===== src/rtl/fifo_rd_stream_pkg.sv =====
// rtl/fifo_rd_stream_pkg.sv - shared types and defaults for the FIFO read-side stream adapter
package fifo_rd_stream_pkg;

  localparam int unsigned DEFAULT_DATA_WIDTH = 32;

  typedef enum logic [1:0] {
    OCC_EMPTY = 2'd0,
    OCC_ONE   = 2'd1,
    OCC_TWO   = 2'd2
  } occ_e;

endpackage


===== src/rtl/fifo_rd_stream_if.sv =====
// rtl/fifo_rd_stream_if.sv - FIFO read port plus downstream valid/ready stream
interface fifo_rd_stream_if
  import fifo_rd_stream_pkg::*;
#(
  parameter int unsigned DATA_WIDTH = DEFAULT_DATA_WIDTH
) ();

  logic                  fifo_cs;
  logic                  fifo_rd_en;
  logic                  fifo_empty;
  logic [DATA_WIDTH-1:0] fifo_dout;
  logic                  m_valid;
  logic                  m_ready;
  logic [DATA_WIDTH-1:0] m_data;

  // master is the adapter; slave is the FIFO plus consumer side
  modport master (
    output fifo_cs, fifo_rd_en, m_valid, m_data,
    input  fifo_empty, fifo_dout, m_ready
  );

  modport slave (
    input  fifo_cs, fifo_rd_en, m_valid, m_data,
    output fifo_empty, fifo_dout, m_ready
  );

endinterface


===== src/rtl/fifo_rd_skid.sv =====
// rtl/fifo_rd_skid.sv - 2-entry output buffer with push/pop and occupancy state
module fifo_rd_skid
  import fifo_rd_stream_pkg::*;
#(
  parameter int unsigned DATA_WIDTH = DEFAULT_DATA_WIDTH
) (
  input  logic                  clk,
  input  logic                  rst,
  input  logic                  push_i,
  input  logic [DATA_WIDTH-1:0] din_i,
  input  logic                  pop_i,
  output logic                  valid_o,
  output logic [DATA_WIDTH-1:0] dout_o,
  output occ_e                  occ_o
);

  occ_e                  occ_q, occ_d;
  logic [DATA_WIDTH-1:0] mem0_q, mem1_q;
  logic                  head_q, tail_q;
  logic                  do_pop;

  assign do_pop  = pop_i && (occ_q != OCC_EMPTY);
  assign valid_o = (occ_q != OCC_EMPTY);
  assign dout_o  = head_q ? mem1_q : mem0_q;
  assign occ_o   = occ_q;

  always_ff @(posedge clk or negedge rst) begin
    if (!rst) begin
      occ_q  <= OCC_EMPTY;
      head_q <= 1'b0;
      tail_q <= 1'b0;
      mem0_q <= '0;
      mem1_q <= '0;
    end else begin
      occ_q <= occ_d;
      if (push_i) begin
        if (tail_q) mem1_q <= din_i;
        else        mem0_q <= din_i;
        tail_q <= ~tail_q;
      end
      if (do_pop) head_q <= ~head_q;
    end
  end

  always_comb begin
    occ_d = occ_q;
    case (occ_q)
      OCC_EMPTY: if (push_i) occ_d = OCC_ONE;
      OCC_ONE: begin
        if (push_i && !do_pop)      occ_d = OCC_TWO;
        else if (!push_i && do_pop) occ_d = OCC_EMPTY;
      end
      OCC_TWO:   if (!push_i && do_pop) occ_d = OCC_ONE;
      default:   occ_d = OCC_EMPTY;
    endcase
  end

  // The issue logic never lets a capture land on a full buffer without a pop.
  a_no_overflow: assert property (@(posedge clk) disable iff (!rst)
    !(push_i && !do_pop && occ_q == OCC_TWO));

endmodule


===== src/rtl/fifo_rd_stream.sv =====
// rtl/fifo_rd_stream.sv - FIFO reader that hides read latency and presents a valid/ready stream
module fifo_rd_stream
  import fifo_rd_stream_pkg::*;
#(
  parameter int unsigned DATA_WIDTH = DEFAULT_DATA_WIDTH,
  parameter int unsigned CNT_WIDTH  = 16
) (
  input  logic                 clk,
  input  logic                 rst,
  input  logic                 en_i,
  fifo_rd_stream_if.master     bus,
  output logic [CNT_WIDTH-1:0] rd_count_o,
  output logic                 busy_o
);

  occ_e                 occ;
  logic [1:0]           occ_raw;
  logic [1:0]           level;
  logic                 pop;
  logic                 room;
  logic                 inflight_q, inflight_d;
  logic [CNT_WIDTH-1:0] rd_count_q, rd_count_d;

  fifo_rd_skid #(
    .DATA_WIDTH(DATA_WIDTH)
  ) u_skid (
    .clk    (clk),
    .rst    (rst),
    .push_i (inflight_q),
    .din_i  (bus.fifo_dout),
    .pop_i  (pop),
    .valid_o(bus.m_valid),
    .dout_o (bus.m_data),
    .occ_o  (occ)
  );

  assign occ_raw = occ;
  assign pop     = bus.m_valid && bus.m_ready;
  assign level   = occ_raw + {1'b0, inflight_q};

  // Space left after this cycle's pop; m_ready feeds this directly so a
  // draining buffer can be refilled in the same cycle.
  assign room = (level < 2'd2) || (pop && (level == 2'd2));

  assign bus.fifo_cs    = en_i;
  assign bus.fifo_rd_en = rst && en_i && !bus.fifo_empty && room;

  assign inflight_d = bus.fifo_rd_en;
  assign rd_count_d = pop ? rd_count_q + CNT_WIDTH'(1) : rd_count_q;

  always_ff @(posedge clk or negedge rst) begin
    if (!rst) begin
      inflight_q <= 1'b0;
      rd_count_q <= '0;
    end else begin
      inflight_q <= inflight_d;
      rd_count_q <= rd_count_d;
    end
  end

  assign rd_count_o = rd_count_q;
  assign busy_o     = (occ != OCC_EMPTY) || inflight_q;

endmodule


===== src/flat_wrapper.sv =====
// flat-port wrapper written by rule: the top's interface ports become plain ports
module fifo_rd_stream_flat import fifo_rd_stream_pkg::*;
#(
  parameter int unsigned DATA_WIDTH = DEFAULT_DATA_WIDTH,
  parameter int unsigned CNT_WIDTH  = 16
)
  (clk, rst, en_i, rd_count_o, busy_o, bus_fifo_cs, bus_fifo_rd_en, bus_m_valid, bus_m_data, bus_fifo_empty, bus_fifo_dout, bus_m_ready);
  fifo_rd_stream_if #(.DATA_WIDTH(DATA_WIDTH)) bus_i ();
  input  logic clk;
  input  logic rst;
  input  logic en_i;
  output logic [CNT_WIDTH-1:0] rd_count_o;
  output logic busy_o;
  output wire logic [$bits(bus_i.fifo_cs)-1:0] bus_fifo_cs;
  output wire logic [$bits(bus_i.fifo_rd_en)-1:0] bus_fifo_rd_en;
  output wire logic [$bits(bus_i.m_valid)-1:0] bus_m_valid;
  output wire logic [$bits(bus_i.m_data)-1:0] bus_m_data;
  input wire logic [$bits(bus_i.fifo_empty)-1:0] bus_fifo_empty;
  input wire logic [$bits(bus_i.fifo_dout)-1:0] bus_fifo_dout;
  input wire logic [$bits(bus_i.m_ready)-1:0] bus_m_ready;
  assign bus_fifo_cs = bus_i.fifo_cs;
  assign bus_fifo_rd_en = bus_i.fifo_rd_en;
  assign bus_m_valid = bus_i.m_valid;
  assign bus_m_data = bus_i.m_data;
  assign bus_i.fifo_empty = bus_fifo_empty;
  assign bus_i.fifo_dout = bus_fifo_dout;
  assign bus_i.m_ready = bus_m_ready;
  fifo_rd_stream #(.DATA_WIDTH(DATA_WIDTH), .CNT_WIDTH(CNT_WIDTH)) u_core (.clk(clk), .rst(rst), .en_i(en_i), .bus(bus_i), .rd_count_o(rd_count_o), .busy_o(busy_o));
endmodule

===== config.mk =====
export PLATFORM = sky130hd
export DESIGN_NAME = fifo_rd_stream_flat
export DESIGN_NICKNAME = d
export VERILOG_FILES = /design/src/rtl/fifo_rd_stream_pkg.sv /design/src/rtl/fifo_rd_stream_if.sv /design/src/rtl/fifo_rd_skid.sv /design/src/rtl/fifo_rd_stream.sv /design/src/flat_wrapper.sv
export SDC_FILE = /design/constraint.sdc
export NUM_CORES = 1
export LEC_CHECK = 0
export BUFFER_PORTS_ARGS = -buffer_cell sky130_fd_sc_hd__buf_2
export CAP_MARGIN = 0
export CORE_UTILIZATION = 54
export CTS_BUF_LIST = sky130_fd_sc_hd__clkbuf_4
export DETAILED_ROUTE_END_ITERATION = 8
export GPL_TIMING_DRIVEN = 1
export MAX_ROUTING_LAYER = met4
export PLACE_DENSITY = 0.79
export SLEW_MARGIN = 20
export SYNTH_ARGS = -nofsm -noshare
export SYNTH_HDL_FRONTEND = slang
export SYNTH_SLANG_ARGS = --single-unit
export TNS_END_PERCENT = 10

===== constraint.sdc =====
create_clock -name clk -period 3.2 [get_ports clk]
set_input_delay 0.16 -clock clk [delete_from_list [all_inputs] [get_ports clk]]
set_output_delay 0.16 -clock clk [all_outputs]
set_load 0.02 [all_outputs]

==> flow_metrics.tcl, run 1 <==
set metrics [dict create \
    status "completed" \
    ys_ff_latch 85 \
    worst_slew_pin_slew_ns 0.952 \
    ant_nets 0 \
    dieArea_um2 7250 \
    postSynthCellCount 259 \
    maxSlewViolCount 0 \
    fp.dieW_um 85.1 \
    yosysMostFrequentCell "mux2_2" \
    syn-num-nets 298 \
    fin_util_pct 72.4 \
    antenna_found_initial 0 \
    top_level_ports 89 \
    gr-total-overflow 0 \
    dp_slack_ns 1.30 \
    wl_met1_um 3310 \
    nets 419 \
    remaining_drc_errors 0 \
    synthAdderAreaFrac_pct 0.671 \
    crit_arrival_ns 2.05 \
    rrSetupSlack_ns 1.32 \
    ys_types 31 \
    syn_avg_cell_area_um2 14.4 \
    place_congestion 0.697 \
    synth_compound_area_share_pct 1.44 \
    cp-start-kind "flip-flop" \
    slew_headroom_pct 36.4 \
    stdcell_count 462 \
    min_period_ns 2.21 \
    core-area_um2 6490 \
    rsz0062_at_grt "false" \
    synth.top_cell.area_share_pct 57.0 \
    cap_violations 0 \
    cts_tree "built" \
    cts_made_buffers 9 \
    max_freq_mhz 452 \
    yosysTopAreaCell "dfrtp_1" \
    holdCritPathClass "in2reg" \
    setup_slack_ns 0.988 \
    setup_viol 0 \
    required_ns 3.04 \
    dp.cells 413 \
    ir_drop_v 0.000501 \
    vias 2431 \
    wl_met2_um 3400 \
    drive_gt1_share_pct 52.2 \
    power_mw 4.28 \
    synth-main-ff-cell "dfrtp_1" \
    route.top_layer_used "met4" \
    powerDensity_nw_per_um2 910 \
    areaGrowthSynthToFinish_pct 26.1 \
    path_max_fanout 23 \
    register_area_um2 2130 \
    placed_area_um2 4220 \
    clock_path_buffers 2 \
    dr.pass1.iters 4 \
    crit_type "reg2out" \
    rows 29 \
    p_leak_nw 2.22 \
    synth_xor_area_share_pct 4.23 \
    endpoint_kind "output pin" \
    seq_area_frac_synth_pct 57.0 \
    synthSimpleGateAreaFrac_pct 5.26 \
    synthTopCellsByArea "dfrtp_1 57%, mux2_2 28%, xnor2_1 2.8%" \
    synth_warnings 0 \
    grt_pass1_wl_um 11800 \
    multi_input_area_um2 1520 \
    grt_pass1_vias 2511 \
    port_buffers 88 \
    wl_um 7130 \
    clkTransAtPathRegs_ns 0.14 \
    routedWlPerCell_um 15.4 \
    synth_edf_count 0 \
    dr_wl_met3_um 294 \
    clock_sinks 85 \
    cts-root-buf "clkbuf_4" \
    dp_hpwl_um 4510 \
    fin_skew_ns 0.0164 \
    setup_tns_ns 0 \
    die_y_um 85.1 \
    synth_mux_area_share_pct 29.0 \
    grt_max_degree 46 \
    via_per_inst 5.26 \
    initial_core_util_pct 57.4 \
    synth_top_family_by_area "multiplexers" \
    netlist_area_um2 3730 \
    finalHoldViolCount 0 \
    fillCellCount 447 \
    htreeDepth 3 \
    clk_latency_ns 0.40 \
    stdcell_area_um2 4700 \
    synthTopCellsByCount "92 x mux2_2, 85 x dfrtp_1, 12 x xnor2_1" \
    diodes 0 \
    holdWs_ns 0.0590 \
    grt_usage_pct 21.5 \
    finalCritPeriodShare_pct 69.1 \
    async_flop_share_pct 100 \
    drtIter0Drc 99 \
]
[repair_timing]
action | in CTS | in global routing
hold buffers | 33 | 0
endpoints found under the hold margin | 105 | 0
setup buffers | 0 | 0
resized for setup | 0 | 0
[power breakdown]
group	switching (mW)	total, mW	internal [mW]	leakage [nW]
clock	0.354	0.668	0.314	0.0830
sequential	0.270	1.79	1.52	1.04
combinational	0.918	1.83	0.907	1.10
total	1.54	4.28	2.74	2.22
[critical path, stage by stage, from the launching register on]
cell and delay, ns:
dfrtp_1 0.67, buf_4 0.41, mux2_2 0.39, buf_2 0.16
[registers in the layout, indices dropped and copies added (netlist names)]
name and flops:
u_core.inflight_q 1, u_core.rd_count_o 16, u_core.u_skid.head_q 1, u_core.u_skid.mem0_q 32, u_core.u_skid.mem1_q 32, u_core.u_skid.occ_o 2, u_core.u_skid.tail_q 1
[final cells by class]
type	instances	area share (%)
Clock inverter	7	1.89
Sequential cell	85	45.2
Clock buffer	9	1.44
Inverter	2	0.160
Tap cell	77	2.05
Timing Repair Buffer	124	16.9
Multi-Input combinational cell	158	32.3
[final timing paths]
path,from,endpoint,cells past startpoint
max reg2reg,u_core.inflight_q,u_core.u_skid.mem0_q[21],2
min,bus_fifo_empty,u_core.inflight_q,2
max,u_core.u_skid.head_q,bus_m_data[1],3
max in group asynchronous,rst,u_core.u_skid.mem0_q[29],3
min in group asynchronous,rst,u_core.u_skid.mem0_q[9],2
min reg2reg,u_core.rd_count_o[15],u_core.rd_count_o[15],1
[layer usage]
layer / GRT usage [%] / vias up
li1: - / 1157
met1: 27.7 / 1205
met2: 34.3 / 60
met3: 3.79 / 9
met4: 8.17 / 0
met5: - / -
[logic make-up after synthesis]
family,count (synthesis)
compound gates,7
xor+xnor,18
fa+ha+maj,2
buf+inv,16
flops,85
mux,96
simple gates,35
[cell usage in the layout, fill, tap and decap left out, drive strengths merged, types with 3 or more instances in the layout]
| cell | Yosys | final |
|---|---|---|
| nor2 | 3 | 3 |
| xor2 | 6 | 6 |
| xnor2 | 12 | 12 |
| clkbuf | 1 | 9 |
| nand2 | 10 | 10 |
| dlygate4sd3 | 0 | 33 |
| dfrtp | 85 | 85 |
| mux2 | 96 | 96 |
| buf | 13 | 91 |
| clkinv | 0 | 4 |
| inv | 2 | 3 |
| nand4 | 4 | 4 |
| nand3 | 6 | 6 |
No activity file was read; power rests on OpenSTA's default activity.
==> run 2: changes to the inputs <==
==> constraint.sdc (replaced) <==
create_clock -name clk -period 2.2 [get_ports clk]
set_input_delay 0.11 -clock clk [delete_from_list [all_inputs] [get_ports clk]]
set_output_delay 0.11 -clock clk [all_outputs]
set_load 0.02 [all_outputs]
==> run 2 against run 1 <==
Via count rose by 3.5%; clock-buffer cell count unchanged; cell count increased by 0.87%; clock skew up 0.0030 ns; worst hold slack worse by 0.034 ns; setup slack lost 0.78 ns; combinational power up 48%; flip-flop and latch count stayed put; sequential power grew 44%; routed wire length up 6.3%; critical path type unchanged; highest routed layer unchanged.
==> flow_metrics.tcl, run 2 (same netlist as run 1, synthesis figures left out) <==
set metrics [dict create \
    status "completed" \
    clk_latency_ns 0.43 \
    gr-total-overflow 0 \
    core-area_um2 6490 \
    ant_nets 0 \
    areaGrowthSynthToFinish_pct 27.2 \
    die_y_um 85.1 \
    clock_sinks 85 \
    setup.worst_path.end "bus_fifo_rd_en" \
    grt_use_met3_pct 4.38 \
    fin_util_pct 73.1 \
    rsz0062_at_grt "false" \
    clkTransAtPathRegs_ns 0.14 \
    setup_viol 0 \
    diodes 0 \
    rrSetupSlack_ns 0.62 \
    routedWlPerCell_um 16.3 \
    setup_tns_ns 0 \
    dr.pass1.iters 4 \
    port_buffers 88 \
    wl_um 7580 \
    vias 2517 \
    rr_worst_depth 5 \
    holdCritPathClass "in2reg" \
    nets 423 \
    finalHoldViolCount 0 \
    place_congestion 0.739 \
    grt_pass1_vias 2634 \
    fin_skew_ns 0.0194 \
    path_max_fanout 8 \
    grt_usage_pct 23.6 \
    grtUsageMet1_pct 27.0 \
    clock_path_buffers 2 \
    endpoint_kind "output pin" \
    fp.dieW_um 85.1 \
    r2r_start "u_core.rd_count_o[0]" \
    cts_made_buffers 9 \
    cp_slowest_cell "dfrtp_1" \
    timing.rr.end "u_core.rd_count_o[12]" \
    worst_slew_pin_slew_ns 0.516 \
    rows 29 \
    top_level_ports 89 \
    grt_max_degree 43 \
    critPathBufInv 1 \
    crit_family "simple AND/OR/NAND/NOR gates" \
    antenna_found_initial 0 \
    finalCritPeriodShare_pct 90.6 \
    drive_gt1_share_pct 53.0 \
    cap_violations 0 \
    worstSetupPathDepth 5 \
    cts-root-buf "clkbuf_4" \
    slew_headroom_pct 65.6 \
    min_period_ns 1.99 \
    ir_drop_v 0.000803 \
    p_leak_nw 2.24 \
    max_stage_delay_ns 0.53 \
    cp-start-kind "flip-flop" \
    via_per_inst 5.40 \
    drtIter0Drc 73 \
    htreeDepth 3 \
    top_usage_layer "met2" \
    maxSlewViolCount 0 \
    dp_hpwl_um 4880 \
    path_cells "or2_1, nand2_1, o21ai_0, and4b_1, buf_2" \
    final_cell_mix "92 x mux2_2, 87 x buf_2, 85 x dfrtp_1" \
    crit_arrival_ns 1.88 \
    remaining_drc_errors 0 \
    initial_core_util_pct 57.4 \
    cts_tree "built" \
    required_ns 2.09 \
    postCtsSetupRepairBufs 0 \
    max_freq_mhz 502 \
    final_common_cell "mux2_2" \
    crit_type "reg2out" \
    grt_pass1_wl_um 12500 \
    cp-startpoint "u_core.u_skid.occ_o[1]" \
    use_met2_pct 39.9 \
    dieArea_um2 7250 \
    powerDensity_nw_per_um2 1330 \
]
[run 2: cell types whose count changed in the layout (fill, tap and decap cells not counted), sizes merged]
cell / before / now
clkinv: 4 / 3
clkinvlp: 0 / 1
buf: 91 / 94
dlygate4sd3: 33 / 34
[run 2: timing repair]
item / 4_1_cts / 5_1_grt
endpoints found under the hold margin: 108 / 0
resized for setup: 0 / 0
hold buffers: 34 / 0
[run 2: power breakdown]
group / switching (mW) / internal [mW] / total (mW)
combinational: 1.38 / 1.34 / 2.71
clock: 0.542 / 0.465 / 1.01
sequential: 0.365 / 2.21 / 2.58
total: 2.29 / 4.01 / 6.30
[run 2: worst min-delay path by stage]
stage                                   end  cells after the start  startpoint  slack (ns)
finish                    u_core.inflight_q                      2        en_i        0.03
global route              u_core.inflight_q                      2        en_i      0.0009
CTS                       u_core.inflight_q                      2        en_i       0.008
detailed placement  u_core.u_skid.mem1_q[7]                      1         rst        0.03
global placement    u_core.u_skid.mem1_q[9]                      1         rst        0.03
floorplan                 u_core.inflight_q                      0         rst       -0.19
[run 2: area by class of cell]
| type | instances | area, µm² |
|---|---|---|
| clock inverter | 7 | 97.6 |
| tap | 77 | 96.3 |
| fill | 439 | 1750 |
| multi-input combinational | 158 | 1520 |
| clock buffer | 9 | 67.6 |
| timing repair buffer | 128 | 828 |
| inverter | 2 | 7.51 |
| sequential | 85 | 2130 |
[run 2: per-layer routing]
metal	vias to the layer above	part of all wire [%]	routed length, µm
li1	1172	-	-
met5	-	0	0
met2	73	51	3890
met4	0	1.9	145
met1	1259	42	3210
met3	13	4.4	332
[run 2: per-stage QoR]
stage / cell area, µm² / setup slack [ns] / hold slack [ns] / total power [mW] / instances
2_1_floorplan: 3730 / 0.703 / -0.186 / 4.47 / 259
3_3_place_gp: 4240 / 0.661 / 0.0322 / 5.16 / 416
3_5_place_dp: 4240 / 0.628 / 0.0330 / 5.27 / 416
4_1_cts: 4750 / 0.203 / 0.00756 / 6.34 / 466
5_1_grt: 4750 / 0.104 / 0.000854 / 6.65 / 466
6_report: 4750 / 0.207 / 0.0253 / 6.30 / 466
